`src/rtl/mem_req_if.sv`:
```
// mem_req_if: request/response and memory-port bundle for mem_req_ctrl.
// slave  = the controller's view; master = EX + data memory environment.
interface mem_req_if #(
    parameter int SB_DEPTH = 4,
    parameter int AW       = 32,
    parameter int DW       = 32
);
    localparam int CW = $clog2(SB_DEPTH + 1);

    logic          req_valid;
    logic          req_ready;
    logic          req_we;
    logic [AW-1:0] req_addr;
    logic [DW-1:0] req_wdata;
    logic          rsp_valid;
    logic [DW-1:0] rsp_rdata;
    logic [AW-1:0] mem_addr;
    logic [DW-1:0] mem_wdata;
    logic          mem_read;
    logic          mem_write;
    logic [DW-1:0] mem_rdata;
    logic [CW-1:0] sb_count;

    modport slave (
        input  req_valid, req_we, req_addr, req_wdata, mem_rdata,
        output req_ready, rsp_valid, rsp_rdata, mem_addr, mem_wdata,
               mem_read, mem_write, sb_count
    );

    modport master (
        output req_valid, req_we, req_addr, req_wdata, mem_rdata,
        input  req_ready, rsp_valid, rsp_rdata, mem_addr, mem_wdata,
               mem_read, mem_write, sb_count
    );
endinterface

```
`src/rtl/mem_req_ctrl.sv`:
```
// mem_req_ctrl: MEM-stage request controller in front of a single-ported
// data memory. Loads go to memory at once; stores park in a circular FIFO
// store buffer and drain only in cycles with no accepted request.
// Optional feature macro: SB_FWD_EN -- loads hitting a buffered store take
// the youngest matching entry's data. Without it, a load is held off until
// the buffer has fully drained and always reads memory.
module mem_req_ctrl #(
    parameter int SB_DEPTH = 4,
    parameter int AW       = 32,
    parameter int DW       = 32
) (
    input logic      clk,
    input logic      rst_n,
    mem_req_if.slave bus
);
    localparam int PW = $clog2(SB_DEPTH);
    localparam int CW = $clog2(SB_DEPTH + 1);
    localparam logic [PW-1:0] LAST = PW'(SB_DEPTH - 1);
    localparam logic [CW-1:0] FULL = CW'(SB_DEPTH);

    typedef struct packed {
        logic [AW-1:0] addr;
        logic [DW-1:0] data;
    } sb_entry_t;

    sb_entry_t     sb_q [SB_DEPTH];
    logic [PW-1:0] head, tail;
    logic [CW-1:0] count;
    logic          accept, push, pop, ld;
    logic          fwd_hit;
    logic [DW-1:0] fwd_data;
    logic          rsp_valid_q;
    logic [DW-1:0] rsp_rdata_q;

    function automatic logic [PW-1:0] ptr_inc(input logic [PW-1:0] p);
        return (p == LAST) ? '0 : p + 1'b1;
    endfunction

`ifdef SB_FWD_EN
    assign bus.req_ready = (count != FULL);
`else
    // A load must see memory fully up to date, so it waits for an empty buffer.
    assign bus.req_ready = (count != FULL) &&
                           !(bus.req_valid && !bus.req_we && count != '0);
`endif

    // The accepted request owns the memory port; drain only uses idle cycles.
    assign accept = rst_n && bus.req_valid && bus.req_ready;
    assign push   = accept && bus.req_we;
    assign ld     = accept && !bus.req_we;
    assign pop    = !accept && (count != '0);

`ifdef SB_FWD_EN
    localparam int PW1 = PW + 1;
    logic [SB_DEPTH-1:0]         age_hit;
    logic [SB_DEPTH-1:0][PW-1:0] age_idx;

    // Map age slot i (0 = oldest) to its physical index, modulo SB_DEPTH.
    for (genvar i = 0; i < SB_DEPTH; i++) begin : g_age
        logic [PW:0] sum;
        assign sum        = {1'b0, head} + PW1'(i);
        assign age_idx[i] = (sum >= PW1'(SB_DEPTH)) ? PW'(sum - PW1'(SB_DEPTH))
                                                    : sum[PW-1:0];
        assign age_hit[i] = (CW'(i) < count) &&
                            (sb_q[age_idx[i]].addr == bus.req_addr);
    end

    // Scan oldest to youngest so the last (youngest) match wins.
    always_comb begin
        fwd_hit  = 1'b0;
        fwd_data = '0;
        for (int i = 0; i < SB_DEPTH; i++) begin
            if (age_hit[i]) begin
                fwd_hit  = 1'b1;
                fwd_data = sb_q[age_idx[i]].data;
            end
        end
    end
`else
    assign fwd_hit  = 1'b0;
    assign fwd_data = '0;
`endif

    // Memory port: load read, else head drain, else quiet zeros.
    always_comb begin
        bus.mem_read  = ld && !fwd_hit;
        bus.mem_write = pop;
        bus.mem_addr  = '0;
        bus.mem_wdata = '0;
        if (ld) begin
            bus.mem_addr = bus.req_addr;
        end else if (pop) begin
            bus.mem_addr  = sb_q[head].addr;
            bus.mem_wdata = sb_q[head].data;
        end
    end

    // Entry payload; stale contents are harmless since count gates validity.
    always_ff @(posedge clk) begin
        if (push) begin
            sb_q[tail].addr <= bus.req_addr;
            sb_q[tail].data <= bus.req_wdata;
        end
    end

    // FIFO pointers and occupancy; push and pop are mutually exclusive.
    always_ff @(posedge clk or negedge rst_n) begin
        if (!rst_n) begin
            head  <= '0;
            tail  <= '0;
            count <= '0;
        end else begin
            if (push) tail <= ptr_inc(tail);
            if (pop)  head <= ptr_inc(head);
            if (push)     count <= count + 1'b1;
            else if (pop) count <= count - 1'b1;
        end
    end

    // One-cycle load response; data held between responses.
    always_ff @(posedge clk or negedge rst_n) begin
        if (!rst_n) begin
            rsp_valid_q <= 1'b0;
            rsp_rdata_q <= '0;
        end else begin
            rsp_valid_q <= ld;
            if (ld) rsp_rdata_q <= fwd_hit ? fwd_data : bus.mem_rdata;
        end
    end

    assign bus.rsp_valid = rsp_valid_q;
    assign bus.rsp_rdata = rsp_rdata_q;
    assign bus.sb_count  = count;
endmodule

```
`src/flat_wrapper.sv`:
```
// flat-port wrapper written by rule: the top's interface ports become plain ports
module mem_req_ctrl_flat 
#(
    parameter int SB_DEPTH = 4,
    parameter int AW       = 32,
    parameter int DW       = 32
)
  (clk, rst_n, bus_req_valid, bus_req_we, bus_req_addr, bus_req_wdata, bus_mem_rdata, bus_req_ready, bus_rsp_valid, bus_rsp_rdata, bus_mem_addr, bus_mem_wdata, bus_mem_read, bus_mem_write, bus_sb_count);
  mem_req_if #(.SB_DEPTH(SB_DEPTH), .AW(AW), .DW(DW)) bus_i ();
  input logic clk;
  input logic rst_n;
  input wire logic [$bits(bus_i.req_valid)-1:0] bus_req_valid;
  input wire logic [$bits(bus_i.req_we)-1:0] bus_req_we;
  input wire logic [$bits(bus_i.req_addr)-1:0] bus_req_addr;
  input wire logic [$bits(bus_i.req_wdata)-1:0] bus_req_wdata;
  input wire logic [$bits(bus_i.mem_rdata)-1:0] bus_mem_rdata;
  output wire logic [$bits(bus_i.req_ready)-1:0] bus_req_ready;
  output wire logic [$bits(bus_i.rsp_valid)-1:0] bus_rsp_valid;
  output wire logic [$bits(bus_i.rsp_rdata)-1:0] bus_rsp_rdata;
  output wire logic [$bits(bus_i.mem_addr)-1:0] bus_mem_addr;
  output wire logic [$bits(bus_i.mem_wdata)-1:0] bus_mem_wdata;
  output wire logic [$bits(bus_i.mem_read)-1:0] bus_mem_read;
  output wire logic [$bits(bus_i.mem_write)-1:0] bus_mem_write;
  output wire logic [$bits(bus_i.sb_count)-1:0] bus_sb_count;
  assign bus_i.req_valid = bus_req_valid;
  assign bus_i.req_we = bus_req_we;
  assign bus_i.req_addr = bus_req_addr;
  assign bus_i.req_wdata = bus_req_wdata;
  assign bus_i.mem_rdata = bus_mem_rdata;
  assign bus_req_ready = bus_i.req_ready;
  assign bus_rsp_valid = bus_i.rsp_valid;
  assign bus_rsp_rdata = bus_i.rsp_rdata;
  assign bus_mem_addr = bus_i.mem_addr;
  assign bus_mem_wdata = bus_i.mem_wdata;
  assign bus_mem_read = bus_i.mem_read;
  assign bus_mem_write = bus_i.mem_write;
  assign bus_sb_count = bus_i.sb_count;
  mem_req_ctrl #(.SB_DEPTH(SB_DEPTH), .AW(AW), .DW(DW)) u_core (.clk(clk), .rst_n(rst_n), .bus(bus_i));
endmodule
```
`config.mk`:
```
export PLATFORM = sky130hd
export DESIGN_NAME = mem_req_ctrl_flat
export DESIGN_NICKNAME = d
export VERILOG_FILES = /design/src/rtl/mem_req_if.sv /design/src/rtl/mem_req_ctrl.sv /design/src/flat_wrapper.sv
export SDC_FILE = /design/constraint.sdc
export NUM_CORES = 1
export LEC_CHECK = 0
export BUFFER_PORTS_ARGS = -buffer_cell sky130_fd_sc_hd__buf_2
export CAP_MARGIN = 20
export CORE_MARGIN = 3
export CORE_UTILIZATION = 55
export DETAILED_ROUTE_END_ITERATION = 12
export PLACE_DENSITY_LB_ADDON = 0.1
export SETUP_SLACK_MARGIN = 0.05
export SLEW_MARGIN = 15
export SYNTH_ARGS = -nofsm -noshare
export SYNTH_HDL_FRONTEND = slang
export SYNTH_SLANG_ARGS = --single-unit
```
`constraint.sdc`:
```
create_clock -name clk -period 5.5 [get_ports clk]
set_clock_uncertainty 0.15 [all_clocks]
set_input_delay 0 -clock clk [delete_from_list [all_inputs] [get_ports clk]]
set_output_delay 0 -clock clk [all_outputs]
set_load 0.02 [all_outputs]
```
==> run metrics <==
Clock Sinks 296; commonest cells in the netlist edfxtp_1, mux4_2, dfrtp_1; largest net degree at the start of global routing 69; CP Data Required Time roughly 5800 ps; Die W 151 um; Synth Flop Type edfxtp_1; Via Count between 6000 and 7000; Syn Area/Cell around 22 sq um; core area roughly 20000 sq um; DP Wirelength approximately 13000 um; combinational family with the most area after synthesis multiplexers; CTS resizes 0; f_max 0.245 GHz; Synth Instances just over 500; vias in the first global route around 6500; Layout area overhead 27.5%; worst path cell trace dlygate4sd3_1 > dlygate4sd3_1 > buf_2 > nand3_1 > a21oi_2 > xnor2_1 > ha_1 > o21ai_0 > o221ai_1 > dlygate4sd3_1 > o21ai_0 > dlygate4sd3_1; Buf/Inv on CP 5; Compound-Gate Fraction of Synth Area between 2 and 3%; clock buffer depth 3; Worst setup SP type primary input; Crit path top cell by count dlygate4sd3_1; initial antenna violation count 0; routed length per instance just over 20 um; die area 22800 sq um; PwrDens approximately 500 nW/um^2; #FFs+latches synth ~300; Port Buffers between 200 and 250; Hold WC Path Type in -> reg; Hold EP u_core.sb_q[0][29]; multiplexer share of the synthesized area 16.9%; dpl ws roughly 2500 ps; total CTS buffers 30; R2R Path End u_core.bus.sb_count[2]; syn_nets between 600 and 700; Post-synth EDFFs around 260; DR iter-0 viols between 300 and 400; vias per cell about 5.5; Total Routing Usage GR about a fifth; Worst path depth 12; mapped cell area 11500 sq um; FF-to-FF path depth 9; sequential area share after synthesis roughly 75%; Final period util around three quarters; Reg clk slew, reported paths 60 ps; Max transition margin about 33%; adder-cell area share of the yosys netlist less than 1%; hold path start bus_req_wdata[29]; clock root buffer clkbuf_16; xor/xnor share of the synthesized area 0.0759%; first-pass GRT wire length between 30000 and 40000 um; CP Capture Type flip-flop; row cnt 52; asr flop ratio synth between 10% and 20%; Warnings, synthesis 0; post-CTS setup buffer count 0; RD Place Congestion 0.687; hold depth 2; ANT nets after route 0; ANT cells 0; setup_tns 0 ps; # DRC 0; Critical-path top delay cell buf_2; Worst-Margin Slew 1010 ps; Max Cap Viol 0; outcome finished, final reports clean; synth top area cells edfxtp_1, mux4_2, dfrtp_1; Worst path top cell family by delay buffers and inverters; Final Critical Period just over 4000 ps; Peak VDD IR between 0.0002 and 0.0003 V; first drt pass iteration count 5; Die Span Y around 150 um; RSZ-0062 raised after global routing no; CTS tree built; worst reg2reg startpoint u_core.bus.sb_count[0]; Initial Utilization a little under three fifths; top-count cell post-synth edfxtp_1; I/O pins 203; CP Class in -> reg; Total Wirelength approximately 23000 um; critical path's largest stage delay roughly 610 ps; Layout Nets 936; worst path arrival time roughly 4400 ps; Max Slew Vio Count 0; Synth area leader edfxtp_1; Skew-Pair Late Insertion Delay ~530 ps; worst-path maximum fanout 37; grt ovf 0; reg-to-reg setup timing slack 2410 ps; leak pwr about 5.5 nW; Synth top area share about two thirds; H-Tree Level Count 1; Post-Synth Simple-Gate Area around 2.4%; Setup WS post-layout around 1400 ps; Fin. Hold Viols 0; layout cells sized above 1 between 40% and 50%; Yosys cell types 27; Final setup viols 0
## placed cells by master, fill, tap and decap left out, types with 2 or more instances in the layout
master           n
a22o_1          32
and2_1          32
and2_4           4
buf_2          202
clkbuf_1         5
clkbuf_16       32
clkbuf_8         6
clkinv_1         6
clkinv_2         5
clkinvlp_4       2
dfrtp_1         38
dfrtp_4          2
dlygate4sd3_1  104
edfxtp_1       256
ha_1             6
inv_1            3
mux2_1          15
mux2_2           2
mux2_4          20
mux2i_1          2
mux4_2          64
nor2_1           2
o21ai_0          2
## layer usage
metal  track usage (%)  up-vias  wire, um
met5                 0        -         0
met1              28.1     3138      9610
li1                  -     2765         -
met2              34.9      218     11700
met3              3.92       34      1540
met4              4.53        0       391
## worst max path at each step
| stage | from | to | slack [ps] |
|---|---|---|---|
| 2_1_floorplan | u_core.bus.sb_count[0] | u_core.sb_q[0][0] | 2430 |
| 5_1_grt | rst_n | u_core.bus.sb_count[2] | 1090 |
| 3_5_place_dp | rst_n | u_core.sb_q[1][5] | 2490 |
| 4_1_cts | rst_n | u_core.bus.sb_count[2] | 1470 |
| 3_3_place_gp | rst_n | u_core.sb_q[1][25] | 2610 |
| 6_report | rst_n | u_core.bus.sb_count[2] | 1420 |
## cell type report
class | count | area, sq um
sequential | 296 | 8700
tap | 270 | 338
clock buffer | 43 | 902
fill | 1288 | 5710
inverter | 3 | 11.3
multi-input combinational | 192 | 2650
clock inverter | 13 | 62.6
timing repair buffer | 307 | 2060
## worst register-to-register path, cell delays in order, from the launching register on
cell           delay [ps]
dfrtp_1               480
nor2_4                100
a21oi_2               360
xnor2_1               170
ha_1                  230
o21ai_0               110
o221ai_1              170
dlygate4sd3_1         570
o21ai_0                70
dlygate4sd3_1         570
## cell families after synthesis
logic type,count (synthesis)
buffers and inverters,31
flip-flops,296
XOR/XNOR,1
adder cells (fa/ha/maj),6
AO/OA/AOI/OAI,39
AND/OR/NAND/NOR,43
multiplexers,103
## timing repair
item                                   in CTS  in global routing
hold buffers                              104                  0
endpoints found under the hold margin     333                  0
setup endpoints to repair                   0                  0
## registers in the layout (all words and copies together), names as in the netlist
| register | count |
|---|---|
| u_core.bus.rsp_rdata | 32 |
| u_core.bus.rsp_valid | 1 |
| u_core.sb_q | 256 |
| u_core.tail | 2 |
| u_core.head | 2 |
| u_core.bus.sb_count | 3 |
## power by group
part / switching, mW / internal, mW / leakage, nW
clock network: 0.793 / 1.13 / 0.473
logic: 1.31 / 1.17 / 2.26
registers: 0.297 / 2.70 / 2.80
total: 2.40 / 5.00 / 5.53
## through the flow
stage	area [sq um]	hold WS [ps]	total power [mW]	cells	util (%)
after floorplan	11500	-446	4.73	519	-
after global placement	12700	0.0794	5.44	964	62.2
after detailed placement	12700	21.3	5.48	964	62.2
after CTS	14700	37.1	7.49	1124	72.1
after global routing	14700	56.5	7.77	1124	72.1
final	14700	57.8	7.40	1124	72.1
Note: power is estimated with default switching activity, not from simulation.
